`config.mk`:
```
export PLATFORM = sky130hd
export DESIGN_NAME = tx_bit_sequencer
export DESIGN_NICKNAME = d
export VERILOG_FILES = /design/src/rtl/tx_bit_sequencer.sv
export SDC_FILE = /design/constraint.sdc
export NUM_CORES = 1
export LEC_CHECK = 0
export ABC_CLOCK_PERIOD_IN_PS = 5100
export BUFFER_PORTS_ARGS = -buffer_cell sky130_fd_sc_hd__buf_4
export CAP_MARGIN = 20
export CORE_AREA = 10 10 58 51
export CTS_CLUSTER_SIZE = 12
export DETAILED_ROUTE_END_ITERATION = 8
export DIE_AREA = 0 0 68 61
export GPL_ROUTABILITY_DRIVEN = 0
export MAX_ROUTING_LAYER = met4
export PLACE_DENSITY_LB_ADDON = 0.3
export RECOVER_POWER = 50
export SYNTH_ARGS = -nofsm -noshare
export SYNTH_HDL_FRONTEND = slang
export SYNTH_SLANG_ARGS = --single-unit
```
`constraint.sdc`:
```
create_clock -name clk -period 5.1 [get_ports clk]
set_clock_uncertainty 0.05 [all_clocks]
set_input_delay 1.02 -clock clk [delete_from_list [all_inputs] [get_ports clk]]
set_output_delay 1.02 -clock clk [all_outputs]
set_load 0.05 [all_outputs]
```
`src/rtl/tx_bit_sequencer.sv`:
```
// Serial frame bit sequencer: start, LSB-first data, optional parity, stop bits, paced by baud_tick.
// Optional parity state/logic is compiled in when TX_BIT_SEQ_PARITY_EN is defined.
//
// state  | meaning
// IDLE   | line high, waiting for frame_ready together with baud_tick
// START  | start bit (line low)
// DATA   | data bits, LSB first
// PARITY | parity bit (TX_BIT_SEQ_PARITY_EN builds only)
// STOP   | stop bit(s), line high
module tx_bit_sequencer #(
    parameter int DATA_BITS = 8,
    parameter int STOP_BITS = 1
) (
    input  logic                 clk,
    input  logic                 reset,
    input  logic                 baud_tick,
    input  logic                 frame_ready,
    input  logic [DATA_BITS-1:0] data_in,
    input  logic                 parity_en,
    input  logic                 parity_odd,
    output logic                 frame_ack,
    output logic                 busy,
    output logic [3:0]           bit_select,
    output logic                 tx_bit,
    output logic                 frame_done
);

    if (DATA_BITS < 5 || DATA_BITS > 9) begin : g_bad_data_bits
        $error("tx_bit_sequencer: DATA_BITS must be in 5..9");
    end
    if (STOP_BITS != 1 && STOP_BITS != 2) begin : g_bad_stop_bits
        $error("tx_bit_sequencer: STOP_BITS must be 1 or 2");
    end

`ifdef TX_BIT_SEQ_PARITY_EN
    typedef enum logic [2:0] {IDLE, START, DATA, PARITY, STOP} state_t;
`else
    typedef enum logic [2:0] {IDLE, START, DATA, STOP} state_t;
`endif

    localparam logic [3:0] LAST_DATA_IDX = 4'(DATA_BITS + 1);
    localparam logic [3:0] STOP_SPAN     = 4'(STOP_BITS);

    state_t               r_state;
    logic [DATA_BITS-1:0] r_shift;
    logic [3:0]           r_bit_select;
    logic                 r_tx_bit;
    logic                 r_busy;

    logic                 w_par_on;
    logic [3:0]           w_last_stop_idx;
    logic                 w_stop_end;
    logic                 w_accept;

`ifdef TX_BIT_SEQ_PARITY_EN
    logic r_par_en;
    logic r_parity;
    assign w_par_on = r_par_en;
`else
    logic w_unused_parity;
    assign w_unused_parity = parity_en ^ parity_odd;
    assign w_par_on        = 1'b0;
`endif

    assign w_last_stop_idx = LAST_DATA_IDX + STOP_SPAN + {3'b000, w_par_on};
    assign w_stop_end      = (r_state == STOP) && baud_tick && (r_bit_select == w_last_stop_idx);
    // The final stop tick doubles as an acceptance slot so frames run back-to-back.
    assign w_accept        = baud_tick && frame_ready && ((r_state == IDLE) || w_stop_end);

    assign frame_ack  = w_accept && !reset;
    assign frame_done = w_stop_end && !reset;
    assign busy       = r_busy;
    assign bit_select = r_bit_select;
    assign tx_bit     = r_tx_bit;

    always_ff @(posedge clk) begin
        if (reset) begin
            r_state      <= IDLE;
            r_shift      <= '0;
            r_bit_select <= 4'd0;
            r_tx_bit     <= 1'b1;
            r_busy       <= 1'b0;
`ifdef TX_BIT_SEQ_PARITY_EN
            r_par_en     <= 1'b0;
            r_parity     <= 1'b0;
`endif
        end else if (w_accept) begin
            r_state      <= START;
            r_shift      <= data_in;
            r_bit_select <= 4'd1;
            r_tx_bit     <= 1'b0;
            r_busy       <= 1'b1;
`ifdef TX_BIT_SEQ_PARITY_EN
            r_par_en     <= parity_en;
            r_parity     <= (^data_in) ^ parity_odd;
`endif
        end else if (baud_tick) begin
            case (r_state)
                IDLE: begin
                end
                START: begin
                    r_state      <= DATA;
                    r_bit_select <= r_bit_select + 4'd1;
                    r_tx_bit     <= r_shift[0];
                end
                DATA: begin
                    r_bit_select <= r_bit_select + 4'd1;
                    if (r_bit_select == LAST_DATA_IDX) begin
`ifdef TX_BIT_SEQ_PARITY_EN
                        if (r_par_en) begin
                            r_state  <= PARITY;
                            r_tx_bit <= r_parity;
                        end else
`endif
                        begin
                            r_state  <= STOP;
                            r_tx_bit <= 1'b1;
                        end
                    end else begin
                        r_tx_bit <= r_shift[1];
                        r_shift  <= r_shift >> 1;
                    end
                end
`ifdef TX_BIT_SEQ_PARITY_EN
                PARITY: begin
                    r_state      <= STOP;
                    r_bit_select <= r_bit_select + 4'd1;
                    r_tx_bit     <= 1'b1;
                end
`endif
                STOP: begin
                    if (w_stop_end) begin
                        r_state      <= IDLE;
                        r_bit_select <= 4'd0;
                        r_busy       <= 1'b0;
                    end else begin
                        r_bit_select <= r_bit_select + 4'd1;
                    end
                    r_tx_bit <= 1'b1;
                end
                default: r_state <= IDLE;
            endcase
        end
    end

endmodule

```
==> impl_metrics.py, run 1 <==
metrics = {
    "drt": {
        "wl_um": 2120,
        "vias": 794,
        "antenna_left": 0,
        "dr.pass1.iters": 4,
        "first_iter_violations": 34,
        "route.detailed.drc": 0,
        "avgViaCountPerCell": 5.44,
        "routedWlPerCell_um": 14.5,
    },
    "global_routing": {
        "gr-usage-all-layers_pct": 11.0,
        "antenna_found_initial": 0,
        "grt_pass1_wl_um": 3470,
        "grt_overflow": 0,
        "grt_pass1_vias": 712,
        "grt_max_degree": 21,
    },
    "synth": {
        "ys_warn_count": 0,
        "yosys.area.top_type": "dfxtp_1",
        "synth_top_area_share_pct": 33.0,
        "synth_cell_type_count": 28,
        "synth_area_leaders": "dfxtp_1, a211oi_2, ha_1, mux2i_1, a21oi_1",
        "netlist_area_um2": 970,
        "netlist_top_cells_count": "dfxtp_1, nor2_1, a21oi_1, a211oi_2",
        "synth_nets": 126,
        "synth_seq_area_share_pct": 33.0,
        "synth-edff-count": 0,
        "async_flop_share_pct": 0,
        "synth_most_common_cell": "dfxtp_1",
        "synth_seq_cells": 16,
        "syn_area_per_cell_um2": 9.24,
        "synth_flop_cell": "dfxtp_1",
        "synthCells": 105,
    },
    "timing": {
        "hold-worst-slack_ns": 0.423,
        "slew_headroom_pct": 59.1,
        "hold_viol": 0,
        "worst-slew-pin-transition_ns": 0.611,
        "maxSlewViolCount": 0,
        "fin_tns_setup_ns": 0,
        "fin_crit_sh_pct": 64.7,
        "post-route-min-period_ns": 3.30,
        "fmax_mhz": 303,
        "setup_viol": 0,
        "rsz0062_at_grt": "no",
    },
    "clock_network": {
        "clockRootBuffer": "clkbuf_4",
        "cts_resized": 0,
        "insertion_delay_ns": 0.28,
        "post_cts_buffers": 0,
        "cts_buffer_depth": 2,
        "htreeDepth": 1,
        "numClockSinks": 16,
        "numCtsBuffers": 3,
        "clkSlewWorstSetupHoldPaths_ns": 0.09,
        "cts_tree": "done",
        "cts-hold-fix-buffers": 0,
    },
    "flow_run": {
        "max_cap_violations": 0,
    },
    "power": {
        "total_power_uw": 257,
        "leakage_uw": 0.000389,
        "power_density_mw_per_mm2": 237,
        "ir_drop_uv": 191,
    },
    "worst_setup_path": {
        "cp.required_ns": 4.03,
        "slowest_stage": "o211ai_4",
        "crit_fanout": 20,
        "start_kind": "register",
        "cp_cell_sequence": "inv_1 -> ha_1 -> and4b_1 -> o211ai_4 -> nor2_1 -> buf_4",
        "critical_path.endpoint_type": "primary output",
        "crit_type": "reg2out",
        "max_stage_delay_ns": 0.54,
        "cp.arrival_ns": 2.23,
    },
    "floorplanning": {
        "die_y_um": 61,
        "num_io_pins": 22,
        "rows": 14,
        "start_util_pct": 53.2,
        "die-area_mm2": 0.00415,
        "core_region_area_mm2": 0.00182,
        "die_w_um": 68,
    },
    "outcome": {
        "status": "finished, final reports clean",
    },
    "cells_and_area": {
        "syn_to_final_growth_pct": 12.1,
        "multi_input_area_um2": 576,
        "regArea_um2": 320,
        "nNetsFinal": 145,
        "nFillCells": 179,
        "final_cells": 146,
        "drive_gt1_share_pct": 19.7,
        "antennaDiodeCount": 0,
    },
    "worst_hold_path": {
        "hold_path_class": "reg2reg",
    },
    "placed_design": {
        "portBuffers": 19,
        "place_inst": 143,
        "post-dp-hpwl_um": 1570,
    },
}
[power breakdown]
group	internal, uW	leakage [uW]	switching, uW
Combinational	20.2	0.000244	32.8
Sequential	133	0.000131	5.82
Clock	27.4	0.0000138	38.1
[cells in the final DEF (no fill, tap or decap), types with 2 or more instances in the layout]
master / netlist / routed
a21oi_1: 11 / 11
dfxtp_1: 16 / 16
buf_4: 1 / 13
clkbuf_1: 1 / 6
a211oi_2: 8 / 6
nor3_1: 2 / 2
o21ai_0: 3 / 3
inv_1: 5 / 5
ha_1: 7 / 7
mux2i_1: 7 / 7
nand3b_1: 4 / 4
nand2b_1: 5 / 5
a211oi_1: 0 / 2
nor2_1: 14 / 14
nand2_1: 3 / 3
nor2b_1: 2 / 2
nand3_1: 2 / 2
clkbuf_4: 0 / 3
[path summary, 6_finish.rpt]
| kind | from | end | slack, ns | cells past startpoint |
|---|---|---|---|---|
| hold / removal | busy$_SDFFE_PP0P_ | busy$_SDFFE_PP0P_ | 0.42 | 2 |
| setup / recovery | bit_select[0]$_SDFFE_PP0P_ | frame_ack | 1.80 | 6 |
| hold reg to reg | busy$_SDFFE_PP0P_ | busy$_SDFFE_PP0P_ | 0.42 | 2 |
| setup reg to reg | bit_select[0]$_SDFFE_PP0P_ | r_state[1]$_SDFFE_PP0P_ | 3.02 | 6 |
[area by class of cell]
cell class	instances	area share [%]
timing repair buffer	19	11.0
tap	24	2.76
sequential	16	29.5
clock buffer	3	2.07
multi-input combinational	79	52.9
inverter	5	1.73
[flip-flops by register name (all words and copies together) (netlist names)]
| register | flops |
|---|---|
| bit_select | 4 |
| busy | 1 |
| r_shift | 8 |
| r_state | 2 |
| tx_bit | 1 |
[kinds of logic (layout without fill, tap and decap cells)]
logic type | count (synthesis) | after routing | share of synthesized area [%]
compound gates | 27 | 27 | 23.0
fa+ha+maj | 7 | 7 | 9.03
buf+inv | 10 | 27 | 6.58
flops | 16 | 16 | 33.0
mux | 8 | 8 | 8.39
simple gates | 37 | 37 | 20.0
[metal layers]
layer	share of wire [%]	wire [um]	GRT usage, %
met5	0	0	-
met1	48	1030	13.9
met3	5.8	123	4.42
met2	45	956	16.4
met4	0.43	9	1.72
[critical path, delay by kind of cell (launching register included)]
kind	cells	cell delay (ns)
AOI/OAI and AO/OA	1	0.54
adders and majority gates	1	0.22
DFF	1	0.46
buffers and inverters	2	0.30
and+or+nand+nor	2	0.43
[stage by stage]
stage | cell area [um2] | util, % | worst slack [ns]
finish | 1090 | 59.7 | 1.80
global route | 1090 | 59.7 | 1.64
CTS | 1120 | 61.5 | 1.76
detailed placement | 1100 | 60.2 | 2.09
global placement | 1100 | 60.2 | 2.14
floorplan | 970 | - | 1.84
No activity file was read; power rests on OpenSTA's default activity.
==> run 2, diff against run 1 <==
--- a/config.mk
+++ b/config.mk
@@ -5,13 +5,13 @@
 export SDC_FILE = /design/constraint.sdc
 export NUM_CORES = 1
 export LEC_CHECK = 0
-export ABC_CLOCK_PERIOD_IN_PS = 5100
+export ABC_CLOCK_PERIOD_IN_PS = 3300
 export BUFFER_PORTS_ARGS = -buffer_cell sky130_fd_sc_hd__buf_4
 export CAP_MARGIN = 20
-export CORE_AREA = 10 10 58 51
+export CORE_AREA = 10 10 60 52
 export CTS_CLUSTER_SIZE = 12
 export DETAILED_ROUTE_END_ITERATION = 8
-export DIE_AREA = 0 0 68 61
+export DIE_AREA = 0 0 70 62
 export GPL_ROUTABILITY_DRIVEN = 0
 export MAX_ROUTING_LAYER = met4
 export PLACE_DENSITY_LB_ADDON = 0.3
==> constraint.sdc (replaced) <==
create_clock -name clk -period 3.3 [get_ports clk]
set_clock_uncertainty 0.05 [all_clocks]
set_input_delay 0.66 -clock clk [delete_from_list [all_inputs] [get_ports clk]]
set_output_delay 0.66 -clock clk [all_outputs]
set_load 0.05 [all_outputs]
==> impl_metrics.py, run 2 (same netlist as run 1, synthesis figures left out) <==
metrics = {
    "floorplanning": {
        "die_w_um": 70,
        "die_y_um": 62,
        "start_util_pct": 47.8,
        "rows": 15,
        "num_io_pins": 22,
        "core_region_area_mm2": 0.00203,
        "die-area_mm2": 0.00434,
    },
    "cells_and_area": {
        "final_common_cell": "dfxtp_1",
        "nFillCells": 204,
        "largest_reg_flops": 8,
        "largest-register": "r_shift",
        "syn_to_final_growth_pct": 13.7,
        "drive_gt1_share_pct": 21.1,
        "antennaDiodeCount": 0,
        "fin_area_mm2": 0.00110,
        "nNetsFinal": 146,
        "final_cell_mix": "dfxtp_1, nor2_1, buf_4",
    },
    "drt": {
        "antenna_left": 0,
        "routedWlPerCell_um": 14.0,
        "wl_um": 2070,
        "first_iter_violations": 33,
        "vias": 826,
        "dr.pass1.iters": 4,
        "route.detailed.drc": 0,
        "avgViaCountPerCell": 5.58,
    },
    "power": {
        "p_int_uw": 280,
        "leakage_uw": 0.000392,
        "seqPwrFrac_pct": 54.2,
        "p_switching_uw": 116,
        "switching_share_pct": 29.3,
        "ir_drop_uv": 359,
        "comb_power_share_pct": 20.9,
        "clock_power_share_pct": 24.9,
        "power_density_mw_per_mm2": 359,
    },
    "worst_setup_path": {
        "crit_path_start": "r_state[1]$_SDFFE_PP0P_",
        "start_kind": "register",
        "reg2reg_to": "bit_select[3]$_SDFFE_PP0P_",
        "cp.required_ns": 2.59,
        "cp.arrival_ns": 1.87,
        "critical_path.endpoint_type": "primary output",
        "rrSetupSlack_ns": 0.77,
        "crit_type": "reg2out",
        "crit_fanout": 6,
        "reg2reg_depth": 7,
        "r2r-start": "bit_select[0]$_SDFFE_PP0P_",
    },
    "global_routing": {
        "grt_pass1_wl_um": 3590,
        "grt_max_degree": 20,
        "grt_overflow": 0,
        "grt_pass1_vias": 813,
        "antenna_found_initial": 0,
        "gr-usage-all-layers_pct": 10.2,
    },
    "clock_network": {
        "clockRootBuffer": "clkbuf_4",
        "cts_buffer_depth": 2,
        "cts_tree": "done",
        "post_cts_buffers": 0,
        "numCtsBuffers": 3,
        "clkSlewWorstSetupHoldPaths_ns": 0.09,
        "htreeDepth": 1,
        "cts_resized": 0,
        "insertion_delay_ns": 0.28,
        "cts-hold-fix-buffers": 0,
        "numClockSinks": 16,
    },
    "timing": {
        "setup_viol": 0,
        "fmax_mhz": 388,
        "slew_headroom_pct": 37.6,
        "fin_crit_sh_pct": 78.2,
        "hold_viol": 0,
        "fin_tns_setup_ns": 0,
        "fin_ws_ns": 0.720,
        "rsz0062_at_grt": "no",
        "worst-slew-pin-transition_ns": 0.937,
        "maxSlewViolCount": 0,
        "post-route-min-period_ns": 2.58,
    },
    "flow_run": {
        "max_cap_violations": 0,
    },
    "placed_design": {
        "postPlaceCellArea_mm2": 0.00111,
        "post-dp-hpwl_um": 1590,
        "dpl_worst_slack_ns": 1.06,
        "portBuffers": 19,
    },
    "worst_hold_path": {
        "hold_start": "busy$_SDFFE_PP0P_",
        "hold_depth": 2,
        "hold-path-endpoint": "busy$_SDFFE_PP0P_",
        "hold_path_class": "reg2reg",
    },
    "outcome": {
        "status": "finished, final reports clean",
    },
}
-- run 2: power groups by stage --
| stage | sequential, uW | clock, uW | combinational [uW] |
|---|---|---|---|
| after floorplan | 231 | 0 | 47.2 |
| after global placement | 218 | 0 | 85.1 |
| after detailed placement | 219 | 0 | 87.1 |
| after CTS | 215 | 104 | 87.3 |
| after global routing | 216 | 113 | 91.4 |
| final | 215 | 98.8 | 82.6 |
-- run 2: worst max path at each step --
| stage | slack [ns] | endpoint | cells after the start |
|---|---|---|---|
| after floorplan | 0.40 | frame_ack | 6 |
| after global placement | 1.05 | frame_ack | 5 |
| after detailed placement | 1.06 | frame_ack | 5 |
| after CTS | 0.73 | frame_ack | 5 |
| after global routing | 0.53 | bit_select[3]$_SDFFE_PP0P_ | 7 |
| final | 0.72 | frame_ack | 5 |
-- run 2: per-stage QoR --
step                      cells  util (%)  hold slack [ns]  power, uW
final                       148      54.4            0.419        396
after global routing        148      54.4            0.441        421
after CTS                   148      55.7            0.425        406
after detailed placement    145      54.6            0.408        306
after global placement      145      54.6            0.401        304
after floorplan             105         -            0.410        278
-- run 2: critical path, cell delays in order (launching register included) --
cell,delay (ns)
dfxtp_1,0.38
ha_1,0.27
and4b_1,0.40
o211ai_4,0.10
nor2_1,0.19
buf_4,0.24
-- run 2: cell type report --
cell class	count	area, um2	area share [%]
clock buffers	3	22.5	2.04
inverters	5	18.8	1.70
multi-input cells	79	586	53.1
flip-flops and latches	16	320	29.1
well taps	25	31.3	2.84
repair buffers	20	124	11.2
-- run 2: metal layers --
metal | vias to the layer above | GRT usage, % | routed length, um
li1 | 412 | - | -
met1 | 392 | 11.3 | 987
met2 | 18 | 17.0 | 948
met3 | 4 | 4.60 | 104
met4 | 0 | 1.97 | 25
met5 | - | - | 0
